### src/rtl/md_issue_ctl.sv
// Requester side of the multiply/divide unit: registers MD ops toward the unit,
// stalls the E stage while an op is in flight, returns HI/LO reads, and watchdogs long waits.
module md_issue_ctl #(
  parameter int DATA_W  = 32,
  parameter int TIMEOUT = 15
) (
  input  logic              clk,
  input  logic              reset,
  input  logic [3:0]        e_md_op,
  input  logic [1:0]        e_mf_sel,
  input  logic [DATA_W-1:0] e_rs,
  input  logic [DATA_W-1:0] e_rt,
  input  logic              int_req,
  input  logic              md_busy,
  input  logic [DATA_W-1:0] md_hi,
  input  logic [DATA_W-1:0] md_lo,
  output logic [3:0]        md_op,
  output logic [DATA_W-1:0] md_a1,
  output logic [DATA_W-1:0] md_a2,
  output logic              md_req,
  output logic              stall,
  output logic [DATA_W-1:0] mf_data,
  output logic              mf_valid,
  output logic              wd_err
);

  typedef enum logic [1:0] {
    IDLE   = 2'd0,
    ISSUED = 2'd1,
    WAIT   = 2'd2
  } state_e;

  localparam int CNT_W = $clog2(TIMEOUT + 1);
  localparam logic [CNT_W-1:0] WD_LAST = CNT_W'(TIMEOUT - 1);
  localparam logic [CNT_W-1:0] WD_MAX  = CNT_W'(TIMEOUT);

  state_e            state_q, state_d;
  logic [CNT_W-1:0]  wd_cnt_q, wd_cnt_d;
  logic [3:0]        md_op_q, md_op_d;
  logic [DATA_W-1:0] md_a1_q, md_a1_d;
  logic [DATA_W-1:0] md_a2_q, md_a2_d;
  logic [DATA_W-1:0] mf_data_q, mf_data_d;
  logic              mf_valid_q, mf_valid_d;
  logic              wd_err_q, wd_err_d;

  logic md_instr_s;
  logic mf_req_s;
  logic long_op_s;
  logic wd_fire_s;

  assign md_instr_s = (e_md_op != 4'd0);
  assign mf_req_s   = (e_mf_sel == 2'b01) || (e_mf_sel == 2'b10);
  assign long_op_s  = (md_op_q >= 4'd1) && (md_op_q <= 4'd4);
  // The watchdog fires on the WAIT cycle that would bring the count up to TIMEOUT.
  assign wd_fire_s  = (state_q == WAIT) && md_busy && (wd_cnt_q == WD_LAST);

  // State register
  always_ff @(posedge clk or negedge reset) begin
    if (!reset) begin
      state_q <= IDLE;
    end else begin
      state_q <= state_d;
    end
  end

  // Next-state logic
  always_comb begin
    state_d = state_q;
    case (state_q)
      IDLE: begin
        if (md_instr_s && !int_req) begin
          state_d = ISSUED;
        end else begin
          state_d = IDLE;
        end
      end
      ISSUED: begin
        if (!int_req && long_op_s) begin
          state_d = WAIT;
        end else begin
          state_d = IDLE;
        end
      end
      WAIT: begin
        if (!md_busy || wd_fire_s) begin
          state_d = IDLE;
        end else begin
          state_d = WAIT;
        end
      end
      default: state_d = IDLE;
    endcase
  end

  // Watchdog counter: cleared on WAIT entry, counts busy WAIT cycles, saturates at TIMEOUT
  always_comb begin
    wd_cnt_d = wd_cnt_q;
    if ((state_q == ISSUED) && (state_d == WAIT)) begin
      wd_cnt_d = '0;
    end else if ((state_q == WAIT) && md_busy && (wd_cnt_q != WD_MAX)) begin
      wd_cnt_d = wd_cnt_q + CNT_W'(1);
    end else begin
      wd_cnt_d = wd_cnt_q;
    end
  end

  // Output-side next values: one-shot op, operand capture, HI/LO read, sticky error
  always_comb begin
    md_op_d    = 4'd0;
    md_a1_d    = md_a1_q;
    md_a2_d    = md_a2_q;
    mf_data_d  = mf_data_q;
    mf_valid_d = 1'b0;
    wd_err_d   = wd_err_q || wd_fire_s;
    if (state_q == IDLE) begin
      if (md_instr_s && !int_req) begin
        md_op_d = e_md_op;
        md_a1_d = e_rs;
        md_a2_d = e_rt;
      end else if (!md_instr_s && mf_req_s) begin
        mf_valid_d = 1'b1;
        mf_data_d  = (e_mf_sel == 2'b01) ? md_hi : md_lo;
      end else begin
        md_op_d = 4'd0;
      end
    end else begin
      mf_valid_d = 1'b0;
    end
  end

  // Datapath and watchdog registers
  always_ff @(posedge clk or negedge reset) begin
    if (!reset) begin
      wd_cnt_q   <= '0;
      md_op_q    <= 4'd0;
      md_a1_q    <= '0;
      md_a2_q    <= '0;
      mf_data_q  <= '0;
      mf_valid_q <= 1'b0;
      wd_err_q   <= 1'b0;
    end else begin
      wd_cnt_q   <= wd_cnt_d;
      md_op_q    <= md_op_d;
      md_a1_q    <= md_a1_d;
      md_a2_q    <= md_a2_d;
      mf_data_q  <= mf_data_d;
      mf_valid_q <= mf_valid_d;
      wd_err_q   <= wd_err_d;
    end
  end

  // md_req is gated by reset so every output reads 0 while reset is held.
  assign md_req   = int_req && reset;
  assign stall    = (state_q != IDLE) && (md_instr_s || mf_req_s);
  assign md_op    = md_op_q;
  assign md_a1    = md_a1_q;
  assign md_a2    = md_a2_q;
  assign mf_data  = mf_data_q;
  assign mf_valid = mf_valid_q;
  assign wd_err   = wd_err_q;

endmodule

### config.mk
export PLATFORM = sky130hd
export DESIGN_NAME = md_issue_ctl
export DESIGN_NICKNAME = d
export VERILOG_FILES = /design/src/rtl/md_issue_ctl.sv
export SDC_FILE = /design/constraint.sdc
export NUM_CORES = 1
export LEC_CHECK = 0
export CORE_MARGIN = 2
export CORE_UTILIZATION = 44
export CTS_BUF_LIST = sky130_fd_sc_hd__clkbuf_2
export DETAILED_ROUTE_END_ITERATION = 10
export GPL_ROUTABILITY_DRIVEN = 0
export HOLD_SLACK_MARGIN = 0.15
export PLACE_DENSITY_LB_ADDON = 0.2
export SETUP_SLACK_MARGIN = 0.5
export SLEW_MARGIN = 10
export SYNTH_ARGS = -nofsm -noshare
export SYNTH_HDL_FRONTEND = slang
export SYNTH_SLANG_ARGS = --single-unit
### constraint.sdc
create_clock -name clk -period 4.3 [get_ports clk]
set_input_delay 0.86 -clock clk [delete_from_list [all_inputs] [get_ports clk]]
set_output_delay 0.86 -clock clk [all_outputs]
set_load 0.01 [all_outputs]
==> reports/metrics.cfg <==
[setup_path]
path_class = in2out
reg2reg_depth = 4
cp_max_fo = 3
r2r_start = state_q[0]
reg2reg_slack_ps = 2340
cp.required_ps = 3440
r2r-end = md_a2[23]
critPathLaunchType = input pin
endpoint_kind = output pin
arrival_ps = 2450

[routing]
post_drt_wl_per_cell_um = 16.7
drt_iter0_drc = 89
drtAntennaViolNets = 0
vias = 3251
avgViaCountPerCell = 4.82
drt-pass1-iter-count = 4
drcViolationCount = 0
wirelength_um = 11300

[logic_synthesis]
yosys.area.top_type = dfrtp_1
ys_ff_latch = 108
synth_cell_types = 27
synth_top_area_share_pct = 59.6
synth.area.top_cells = dfrtp_1, mux2_2, buf_6
synth_warnings = 0
syn_nets = 432
synth_edf_count = 0
syn_area_per_cell_sq_um = 15.6
synth_common_cells = mux2_2, dfrtp_1, buf_2, buf_6, and2_1
synth_most_common_cell = mux2_2
synth_flop_cell = dfrtp_1
synthArstFlopShare_pct = 100
netlist_instances = 291
synth-seq-area-share_pct = 59.6
syn_area_sq_um = 4540

[run]
drv_cap = 0

[floorplan]
chipHeight_um = 106
dieArea_sq_um = 11100
io_pins = 242
die_x_um = 106
fp-row-count = 37
start_util_pct = 44.5
core_area_sq_um = 10200

[sta]
max_freq_mhz = 302
slew_violations = 0
setup_viol = 0
rsz0062_at_grt = false
tns_ps = 0
maxSlewHeadroom_pct = 43.5
hold_viol_final = 0
period_needed_ps = 3310
layout_setup_ws_ps = 988
tightestPinTransition_ps = 843
skew_ps = 11.2
fin_crit_sh_pct = 77.0

[cells_and_area]
finalNonFillerCells = 674
n_antenna_cell = 0
synthToLayoutAreaGrowth_pct = 58.7
drive_gt1_share_pct = 28.1
nets = 674
n_fill_cell = 706

[clock_tree]
clockBufferDepth = 2
clkLatencyLatePin_ps = 530
cts_hold_buf = 0
cts_made_buffers = 9
postCtsSetupBuffers = 0
root_buffer = clkbuf_2
htree_levels = 3
cts_tree = built
clock_sink_count = 108
cts-resized-gates = 0
clkTransAtPathRegs_ps = 270

[power_and_ir_drop]
power.density_nw_per_um2 = 428
vdd_drop_max_v = 0.000262
p_leak_nw = 3.01

[grt]
grt_pass1_vias = 3475
grt_pass1_wl_um = 17600
grt_antenna_before_repair = 0
grt_max_degree = 64
gr-total-overflow = 0
track_usage_pct = 20.3

[status]
status = finished clean

[place]
place_inst = 658
pre_cts_slack_ps = 977
portBuffers = 241
dp_hpwl_um = 8620

[min_path]
hold_path.class = in2async

-- how the worst max path moves through the flow --
stage,from,end,slack (ps),cells after the start
floorplan,e_mf_sel[1],stall,2070,3
finish,e_md_op[1],stall,990,4
global route,e_md_op[1],stall,930,4
global placement,e_md_op[1],stall,1000,4
detailed placement,e_md_op[1],stall,980,4
CTS,e_md_op[1],stall,970,4
-- registers in the layout, indices dropped and copies added, names as in the netlist --
signal	cells
mf_valid	1
wd_err	1
mf_data	32
md_a2	32
md_op	4
state_q	2
md_a1	32
wd_cnt_q	4
-- critical path, stage by stage --
cell and delay (ps):
clkdlybuf4s50_1 470, nor4_4 470, a21oi_1 130, clkdlybuf4s50_1 520
-- logic make-up (layout without fill, tap and decap cells) --
kind of cell,count (synthesis),after routing,synth area share (%)
mux,128,128,31.8
flops,108,108,59.6
simple gates,24,24,3.92
buf+inv,18,265,2.68
compound gates,10,10,1.21
fa+ha+maj,3,3,0.828
-- metal layers --
metal / global-route usage, % / up-vias / share of wire [%]
li1: - / 1519 / -
met2: 33.6 / 163 / 48
met1: 23.7 / 1552 / 39
met3: 8.41 / 17 / 11
met5: 0 / - / 0
met4: 7.33 / 0 / 2.1
-- layout by cell type (no fill, tap or decap), types with 2 or more instances in the layout --
cell             synthesis  final
a21oi_1                  4      4
and2_1                   5      5
and3_1                   2      2
buf_4                    0      5
bufinv_16                0      3
clkbuf_2                 0     10
clkdlybuf4s50_1          0    240
clkinv_1                 0      2
dfrtp_1                108    108
ha_1                     3      3
inv_1                    4      4
mux2_2                 128    128
nand3_1                  2      2
o21ai_0                  4      4
or3_1                    3      3
-- where the power goes --
part | leakage, nW | internal [W] | switching (W)
clock | 0.0910 | 0.000248 | 0.000313
sequential | 1.31 | 0.00126 | 0.000130
combinational | 1.61 | 0.000735 | 0.000391
total | 3.01 | 0.00224 | 0.000834
-- through the flow --
| stage | power (W) | hold WS [ps] | util [%] | cell area, sq um |
|---|---|---|---|---|
| after global placement | 0.00252 | 466 | 69.2 | 7050 |
| after floorplan | 0.00184 | 513 | - | 4540 |
| after global routing | 0.00324 | 248 | 70.7 | 7200 |
| after CTS | 0.00312 | 236 | 70.7 | 7200 |
| final | 0.00308 | 264 | 70.7 | 7200 |
| after detailed placement | 0.00256 | 470 | 69.2 | 7050 |
-- final cells by class --
cell class / instances / area, sq um / share of cell area [%]
tap: 136 / 170 / 2.36
inverter: 4 / 15.0 / 0.209
clock inverter: 6 / 103 / 1.43
multi-input combinational: 165 / 1720 / 23.9
clock buffer: 10 / 50.0 / 0.695
sequential: 108 / 2700 / 37.5
timing repair buffer: 245 / 2440 / 33.9
(Power assumes the default switching activity.)
